<file path="config.mk">
export PLATFORM = sky130hd
export DESIGN_NAME = sw_input_conditioner
export DESIGN_NICKNAME = d
export VERILOG_FILES = /design/src/rtl/sw_input_conditioner.sv
export SDC_FILE = /design/constraint.sdc
export NUM_CORES = 1
export LEC_CHECK = 0
export ABC_AREA = 1
export CAP_MARGIN = 20
export CORE_MARGIN = 5
export CORE_UTILIZATION = 55
export DETAILED_ROUTE_END_ITERATION = 10
export PLACE_DENSITY = 0.72
export SLEW_MARGIN = 20
export SYNTH_ARGS = -nofsm -noshare
export SYNTH_HDL_FRONTEND = slang
export SYNTH_SLANG_ARGS = --single-unit
</file>
<file path="constraint.sdc">
create_clock -name clk -period 5.6 [get_ports clk]
set_clock_uncertainty 0.1 [all_clocks]
set_input_delay 1.12 -clock clk [delete_from_list [all_inputs] [get_ports clk]]
set_output_delay 1.12 -clock clk [all_outputs]
set_load 0.02 [all_outputs]
</file>
<file path="src/rtl/sw_input_conditioner.sv">
// Switch synchroniser/debouncer, stretched CPU reset and single-cycle step enable.
// Optional heartbeat toggle flop when SW_COND_HEARTBEAT_EN is defined.
module sw_input_conditioner #(
  parameter int unsigned DEBOUNCE_CYCLES = 1250000,
  parameter int unsigned STEP_PERIOD     = 62500000,
  parameter int unsigned RST_HOLD        = 16
) (
  input  logic       clk,
  input  logic       reset,
  input  logic [3:0] sw,
  output logic [3:0] sw_db,
  output logic [3:0] sw_rise,
  output logic [3:0] sw_fall,
  output logic       cpu_reset,
  output logic       step_en,
  output logic       heartbeat
);

  localparam int DB_W   = $clog2(DEBOUNCE_CYCLES);
  localparam int STEP_W = $clog2(STEP_PERIOD);
  localparam int HOLD_W = $clog2(RST_HOLD + 1);

  localparam logic [DB_W-1:0]   DB_LAST   = DB_W'(DEBOUNCE_CYCLES - 1);
  localparam logic [STEP_W-1:0] STEP_LAST = STEP_W'(STEP_PERIOD - 1);
  localparam logic [HOLD_W-1:0] HOLD_INIT = HOLD_W'(RST_HOLD);
  localparam logic [HOLD_W-1:0] HOLD_ONE  = HOLD_W'(1);

  logic [3:0]        s1, s2;
  logic [DB_W-1:0]   db_cnt     [4];
  logic [DB_W-1:0]   db_cnt_nxt [4];
  logic [3:0]        db_flip;
  logic [HOLD_W-1:0] hold_cnt;
  logic              cpu_reset_nxt;
  logic [STEP_W-1:0] step_cnt, step_cnt_nxt;
  logic              step_nxt;
  logic              step_hold;

  // NOTE: sequential state uses non-blocking (<=) so every flop samples pre-edge values.
  always_ff @(posedge clk or posedge reset) begin
    if (reset) begin
      s1 <= '0;
      s2 <= '0;
    end else begin
      s1 <= sw;
      s2 <= s1;
    end
  end

  // NOTE: every always_comb output gets a default first, so no path can infer a latch.
  always_comb begin
    for (int i = 0; i < 4; i++) begin
      db_flip[i]    = 1'b0;
      db_cnt_nxt[i] = '0;
      if (s2[i] != sw_db[i]) begin
        if (db_cnt[i] == DB_LAST) db_flip[i] = 1'b1;
        else                      db_cnt_nxt[i] = db_cnt[i] + 1'b1;
      end
    end
  end

  // NOTE: the counter array is four small flop registers, not RAM, so it is reset like any flop.
  always_ff @(posedge clk or posedge reset) begin
    if (reset) begin
      for (int i = 0; i < 4; i++) db_cnt[i] <= '0;
      sw_db   <= '0;
      sw_rise <= '0;
      sw_fall <= '0;
    end else begin
      db_cnt  <= db_cnt_nxt;
      sw_db   <= sw_db ^ db_flip;
      sw_rise <= db_flip & s2;
      sw_fall <= db_flip & ~s2;
    end
  end

  // cpu_reset deasserts on the edge the hold counter reaches zero.
  assign cpu_reset_nxt = sw_db[0] || (hold_cnt > HOLD_ONE);

  always_ff @(posedge clk or posedge reset) begin
    if (reset) begin
      hold_cnt  <= HOLD_INIT;
      cpu_reset <= 1'b1;
    end else begin
      if (sw_db[0])             hold_cnt <= HOLD_INIT;
      else if (hold_cnt != '0)  hold_cnt <= hold_cnt - 1'b1;
      cpu_reset <= cpu_reset_nxt;
    end
  end

  // Gating on both the current and next cpu_reset keeps step_en low for the whole reset window
  // and starts the period count on the cycle after cpu_reset falls; a committing mode change
  // clears the count in the same cycle sw_db[1] shows the new mode.
  assign step_hold = cpu_reset || cpu_reset_nxt || db_flip[1];

  always_comb begin
    step_nxt     = 1'b0;
    step_cnt_nxt = '0;
    if (!step_hold) begin
      if (!sw_db[1]) begin
        if (step_cnt == STEP_LAST) step_nxt = 1'b1;
        else                       step_cnt_nxt = step_cnt + 1'b1;
      end else begin
        step_nxt = sw_rise[2] && !(sw_rise[1] || sw_fall[1]);
      end
    end
  end

  always_ff @(posedge clk or posedge reset) begin
    if (reset) begin
      step_cnt <= '0;
      step_en  <= 1'b0;
    end else begin
      step_cnt <= step_cnt_nxt;
      step_en  <= step_nxt;
    end
  end

`ifdef SW_COND_HEARTBEAT_EN
  always_ff @(posedge clk or posedge reset) begin
    if (reset)              heartbeat <= 1'b0;
    else if (cpu_reset_nxt) heartbeat <= 1'b0;
    else if (step_nxt)      heartbeat <= ~heartbeat;
  end
`else
  assign heartbeat = 1'b0;
`endif

endmodule

</file>
# --- Word-level counts from Yosys, hierarchy flattened ---
# Index checks and enable logic that the tools add are counted.
word_totals:
  register_bits: 137
  latch_bits: 0
  ramBits: 0
  romBits: 0
  in_bits: 6
  elab_cells: 65
  memories: 0
classes:
  n_addsub: 6
  n_mul: 0
  div: 0
  n_lt_le_gt_ge: 1
  eq_ne: 9
  shifts: 0
  mux: 24
  bitwise_logic: 4
  n_reduce_logical: 8
ops:
  columns: ["operator", "n"]
  rows:
  - ["21-bit 2-to-1 mux", 8]
  - ["21-bit by 1-bit adder with 21-bit output (second input constant)", 4]
  - ["21-bit == test (second input constant)", 4]
  - ["26-bit 2-to-1 mux", 3]
  - ["26-bit by 1-bit adder with 26-bit output (second input constant)", 1]
  - ["26-bit == test (second input constant)", 1]
  - ["1-bit 2-to-1 mux", 11]
  - ["5-bit 2-to-1 mux", 2]
  - ["4-bit AND", 2]
  - ["5-bit by 1-bit greater-than comparator with 1-bit output (second input constant)", 1]
  - ["5-bit nonzero test", 1]
  - ["5-bit by 1-bit subtractor with 5-bit output (second input constant)", 1]
  - ["1-bit logical OR", 4]
  - ["1-bit inequality test", 4]
  - ["4-bit inverter", 1]
  - ["4-bit bitwise XOR", 1]
  - ["2-bit nonzero test", 1]
  - ["1-bit logical AND", 1]
  - ["1-bit logical NOT", 1]

# --- Depth between registers and ports, before layout ---
# Gate-level depths: netlist (run 1).
depth:
  word_depth: 5
  depth_mapped: 10
  ltp_nobuf: 10

# --- Least setup slack after synthesis (run 1) ---
# No wires, ideal clock.
synth_path:
  kind: "reg-to-output"
  from: "register cpu_reset"
  to: "output cpu_reset"
  t_arrival_ps: 563
  required_ps: 4380
  path_slack_ps: 3817
  path_stages_with_launch: 1
  n_path_buf: 0
  path_cell_list: "dfstp_2"
synth_lines:
  columns: ["item", "line_no", "source"]
  rows:
  - ["from (decl)", "14", "output logic cpu_reset,"]
  - ["from (signal assigned)", "86", "cpu_reset <= cpu_reset_nxt;"]
# No word-level cell between the ends.

==> metrics.yaml, run 1 <==
sta:
  hold_violations: 0
  rsz0062_at_grt: "false"
  fin_crit_ns: 2.782
  setup_violations: 0
  tns_ns: 0
  tightestPinTransition_ns: 0.9539
  max_freq_ghz: 0.3595
  relSlewSlack_pct: 36.41
  layout_worst_path_cycle_share_pct: 49.67
  slew_violations: 0
run_status:
  status: "completed"
floorplan:
  core_mm2: 0.01314
  die_h_um: 125.2
  ios: 21
  start_util_pct: 55.59
  dieWidth_um: 125.2
  rows: 42
  die_area_mm2: 0.01568
critical_path:
  ff2ff_setup_slack_ns: 3.58
  arrival_ns: 1.56
  cp.buffers_inverters: 1
  crit_path_max_incr_delay_ns: 0.66
  endpoint_kind: "output pin"
  required_ns: 4.38
  cp-start-kind: "flip-flop"
  cpMaxStageDelayCell: "clkdlybuf4s50_1"
  crit_chain: "clkdlybuf4s50_1"
  cp_top_family: "buffers and inverters"
  path_max_fanout: 8
  crit_type: "flip-flop to output pin"
clock_network:
  cts_setup_buffers: 0
  ctsResizeCount: 0
  clkSinkCount: 137
  clockBufferDepth: 2
  clk_latency_ns: 0.42
  cts_made_buffers: 17
  clk_pin_slew_ns: 0.06
  cts_tree: "yes"
  cts.htree.levels: 4
  root_buffer: "clkbuf_16"
  hold_buffers: 0
job:
  maxCapViolations: 0
placement:
  gp_congestion: 0.8844
  dpl_cell_area_mm2: 0.007651
  dpl.cell_count: 1170
  place_hpwl_mm: 10.68
  portBuffers: 19
drt:
  ant_nets: 0
  vias: 6058
  drt_iter0_markers: 392
  drt-pass1-iter-count: 6
  avgRoutedWirePerCell_um: 12.36
  vias_per_cell: 5.040
  drc: 0
  routed_wl_mm: 14.86
yosys:
  yosysWarnings: 0
  yosysUniqueCellTypes: 35
  syn_inst: 983
  syn-num-nets: 996
  ys_seq_area_share_pct: 46.98
  synth.largest_area_cell: "dfrtp_1"
  yosysTopAreaCellShare_pct: 46.26
  synth.avg_cell_area_um2: 7.430
  synth_area_mm2: 0.007303
  ys_top_cells_by_area: "dfrtp_1 46%, nor2_1 12%, nand2_1 11%, inv_1 6.1%, nand3_1 4.6%"
  ys_ff_latch: 137
power_and_ir_drop:
  p_leak_uw: 0.003593
  powerDensity_mw_per_mm2: 264.3
  ir_drop_mv: 0.2083
global_routing:
  grt_usage_pct: 20.49
  grt_first_pass_wirelength_mm: 26.57
  grt_max_degree: 109
  grt_pass1_vias: 5862
  grt_antenna_before_repair: 0
  grt_overflow: 0
layout:
  drive_above_1_share_pct: 6.043
  final_area_mm2: 0.008243
  layout_commonest_cell: "nor2_1"
  syn2layout_area_growth_pct: 12.87
  layout.nets: 1026
  fin_cells: 1202
  final_cell_mix: "239 x nor2_1, 218 x nand2_1, 135 x dfrtp_1"
  num_antenna_cells: 0
hold_path:
  hold_path_class: "flip-flop to flip-flop"
[report_power, final]
part,internal [uW],switching [uW],total [uW]
Clock,665,455,1120
Sequential,1000,6.59,1010
Combinational,12.6,39.9,52.5
Total,1680,501,2180
[logic make-up after synthesis]
group | Yosys count | share of synthesized area [%]
AO/OA/AOI/OAI | 40 | 3.015
XOR/XNOR | 37 | 4.437
adder cells (fa/ha/maj) | 7 | 1.199
buffers and inverters | 129 | 7.195
flip-flops | 137 | 46.98
other | 1 | 0.05135
AND/OR/NAND/NOR | 632 | 37.12
[area by class of cell]
type                            instances  area (um2)
Inverter                              120       455.4
Tap cell                              176       220.2
Multi-Input combinational cell        717        3347
Timing Repair Buffer                   20       197.7
Sequential cell                       137        3431
Clock inverter                         15       166.4
Clock buffer                           17       425.4
Fill cell                            1180        4895
[through the flow]
stage	hold WS [ns]	total power, uW	utilization (%)	setup WS, ns
after floorplan	0.2312	1063	-	0.7155
after detailed placement	0.2365	1079	58.24	2.679
final	0.2482	2178	62.74	2.818
after global placement	0.2317	1078	58.24	2.682
after CTS	0.2493	2204	62.74	2.788
after global routing	0.2510	2263	62.74	2.732
[synth_stat cells, drive strengths merged]
master	number
nor2	252
nand2	222
dfrtp	135
inv	120
nand3	68
nor3	58
xor2	32
o21ai	22
nand4	14
a21oi	9
buf	8
nor3b	8
ha	7
or2	5
xnor2	5
nand3b	3
o21bai	3
a31oi	2
and2	2
dfstp	2
o211ai	2
a21o	1
clkbuf	1
conb	1
o31ai	1
[metal layers]
layer / up-vias / global-route usage, % / part of all wire, %
met5: - / 0 / 0
met4: 0 / 6.760 / 1.2
met3: 17 / 4.606 / 3.0
met2: 88 / 34.17 / 49
met1: 2809 / 26.67 / 47
li1: 3144 / - / -
[state kept, by name, summed over array words and instances (netlist names), named ones only]
| name | cells |
|---|---|
| s2 | 4 |
| sw_rise | 4 |
| hold_cnt | 5 |
| s1 | 4 |
| db_cnt | 84 |
| step_cnt | 26 |
| sw_fall | 4 |
| cpu_reset | 1 |
| step_en | 1 |
[worst paths after layout]
path	end	from	depth (start not counted)
worst min-delay path	s2[0]	s1[0]	0
max in group asynchronous	hold_cnt[4]	reset	3
worst max register to register	db_cnt[34]	db_cnt[21]	6
min in group asynchronous	asynchronous set/reset pin	reset	2
worst max-delay path	sw_db[1]	flip-flop	1
worst min register to register	s2[0]	s1[0]	0
Power figures use the tool's default switching activity.
==> run 2: changes to the inputs <==
==> constraint.sdc (replaced) <==
create_clock -name clk -period 2.9 [get_ports clk]
set_clock_uncertainty 0.1 [all_clocks]
set_input_delay 0.58 -clock clk [delete_from_list [all_inputs] [get_ports clk]]
set_output_delay 0.58 -clock clk [all_outputs]
set_load 0.02 [all_outputs]
==> metrics.yaml, run 2 (synthesis gave the netlist of run 1 again) <==
critical_path:
  crit_type: "flip-flop to output pin"  # unchanged
  arrival_ns: 1.58  # was 1.56 ns
  cp_top_family: "buffers and inverters"  # unchanged
  cp.buffers_inverters: 1  # unchanged
  ff2ff_setup_slack_ns: 0.89  # was 3.58 ns
  endpoint_kind: "output pin"  # unchanged
  reg2reg_from: "db_cnt[21]"  # unchanged
  required_ns: 2.22  # was 4.38 ns
  cpMaxStageDelayCell: "clkdlybuf4s50_1"  # unchanged
  crit_chain: "clkdlybuf4s50_1"  # unchanged
  cp-start-kind: "flip-flop"  # unchanged
  reg2reg_to: "db_cnt[30]"  # was db_cnt[34]
  crit_path_max_incr_delay_ns: 0.67  # was 0.66 ns
  path_max_fanout: 8  # unchanged
  reg2reg_depth: 6  # unchanged
sta:
  relSlewSlack_pct: 40.51  # was 36.41%
  hold_violations: 0  # unchanged
  setup_violations: 0  # unchanged
  fin_crit_ns: 2.264
  tightestPinTransition_ns: 0.8864  # was 0.9539 ns
  slew_violations: 0  # unchanged
  layout_worst_path_cycle_share_pct: 78.08
  max_freq_ghz: 0.4416
  rsz0062_at_grt: "false"  # unchanged
  tns_ns: 0  # unchanged
placement:
  gp_congestion: 0.8815  # was 0.8844
  portBuffers: 19  # unchanged
  place_hpwl_mm: 10.76  # was 10.68 mm
  dpl_cell_area_mm2: 0.007690  # was 0.007651 mm2
  dpl.cell_count: 1172  # was 1,170
drt:
  drt-pass1-iter-count: 8  # was 6
  ant_nets: 0  # unchanged
  vias: 6230  # was 6,058
  avgRoutedWirePerCell_um: 12.57  # was 12.36 um
  drc: 0  # unchanged
  routed_wl_mm: 15.13  # was 14.86 mm
  drt_iter0_markers: 502  # was 392
  vias_per_cell: 5.174  # was 5.040
clock_network:
  cts_setup_buffers: 0  # unchanged
  root_buffer: "clkbuf_16"  # unchanged
  ctsResizeCount: 0  # unchanged
  cts_tree: "yes"  # unchanged
  clk_pin_slew_ns: 0.06  # about the same
  clockBufferDepth: 2  # unchanged
  clk_latency_ns: 0.42  # about the same
  cts_made_buffers: 17  # unchanged
  cts.htree.levels: 4  # unchanged
  clkSinkCount: 137  # unchanged
  hold_buffers: 0  # unchanged
layout:
  layout_commonest_cell: "nor2_1"  # unchanged
  largest_reg_flops: 84  # unchanged
  num_antenna_cells: 0  # unchanged
  syn2layout_area_growth_pct: 13.07  # was 12.87%
  final_area_mm2: 0.008258  # was 0.008243 mm2
  final_cell_mix: "239 x nor2_1, 218 x nand2_1, 135 x dfrtp_1"  # unchanged
  top_regs: "db_cnt: 84 flops, step_cnt: 26 flops, hold_cnt: 5 flops"  # unchanged
  top_register: "db_cnt"  # unchanged
  layout.nets: 1028  # was 1,026
  drive_above_1_share_pct: 6.128  # was 6.043%
  fin_cells: 1204  # was 1,202
power_and_ir_drop:
  p_leak_uw: 0.003598  # was 0.003593 uW
  powerDensity_mw_per_mm2: 495.8  # was 264.3 mW/mm2
  ir_drop_mv: 0.6518  # was 0.2083 mV
floorplan:
  dieWidth_um: 125.2  # unchanged
  core_mm2: 0.01314  # unchanged
  start_util_pct: 55.59  # unchanged
  die_h_um: 125.2  # unchanged
  rows: 42  # unchanged
  die_area_mm2: 0.01568  # unchanged
  ios: 21  # unchanged
global_routing:
  grt_max_degree: 63  # was 109
  grt_pass1_vias: 5977  # was 5,862
  grt_usage_pct: 20.56  # was 20.49%
  grt_antenna_before_repair: 0  # unchanged
  grt_overflow: 0  # unchanged
  grt_first_pass_wirelength_mm: 26.80  # was 26.57 mm
job:
  maxCapViolations: 0  # unchanged
hold_path:
  min_to: "s2[0]"  # unchanged
  hold_depth: 0  # unchanged
  hp-start: "s1[0]"  # unchanged
  hold_path_class: "flip-flop to flip-flop"  # unchanged
run_status:
  status: "completed"  # unchanged
## run 2: area by class of cell
cell class | count | area, um2
fillers | 1142 | 4880
multi-input cells | 717 | 3347
clock inverters | 11 | 97.59
well taps | 176 | 220.2
inverters | 120 | 454.2
repair buffers | 22 | 237.7
flip-flops and latches | 137 | 3431
clock buffers | 21 | 470.5
## run 2: through the flow
step / total power [uW] / hold slack, ns / worst slack, ns / util, %
2_1_floorplan: 2053 / 0.2312 / 0.5145 / -
3_3_place_gp: 2088 / 0.2322 / 1.036 / 58.53
3_5_place_dp: 2090 / 0.2347 / 0.9334 / 58.53
4_1_cts: 4152 / 0.2480 / 0.6025 / 62.86
5_1_grt: 4254 / 0.2518 / 0.5728 / 62.86
6_report: 4094 / 0.2456 / 0.6357 / 62.86
## run 2: per-layer routing
metal / GRT usage [%] / routed length, um / vias to the layer above
li1: - / - / 3155
met1: 27.59 / 7157 / 2892
met2: 32.62 / 7015 / 161
met3: 4.648 / 693 / 22
met4: 8.227 / 263 / 0
met5: 0 / 0 / -
## run 2: power by group
part           internal [uW]  switching [uW]
Clock                   1240             802
Sequential              1930            13.6
Combinational           29.5            77.4
## run 2: worst max path at each step
stage | slack (ns) | cells past startpoint | endpoint
2_1_floorplan | 0.51 | 1 | asynchronous set/reset pin
3_3_place_gp | 1.04 | 6 | db_cnt[53]
3_5_place_dp | 0.93 | 6 | db_cnt[34]
4_1_cts | 0.60 | 1 | sw_db[1]
5_1_grt | 0.57 | 1 | sw_db[1]
6_report | 0.64 | 1 | sw_db[1]
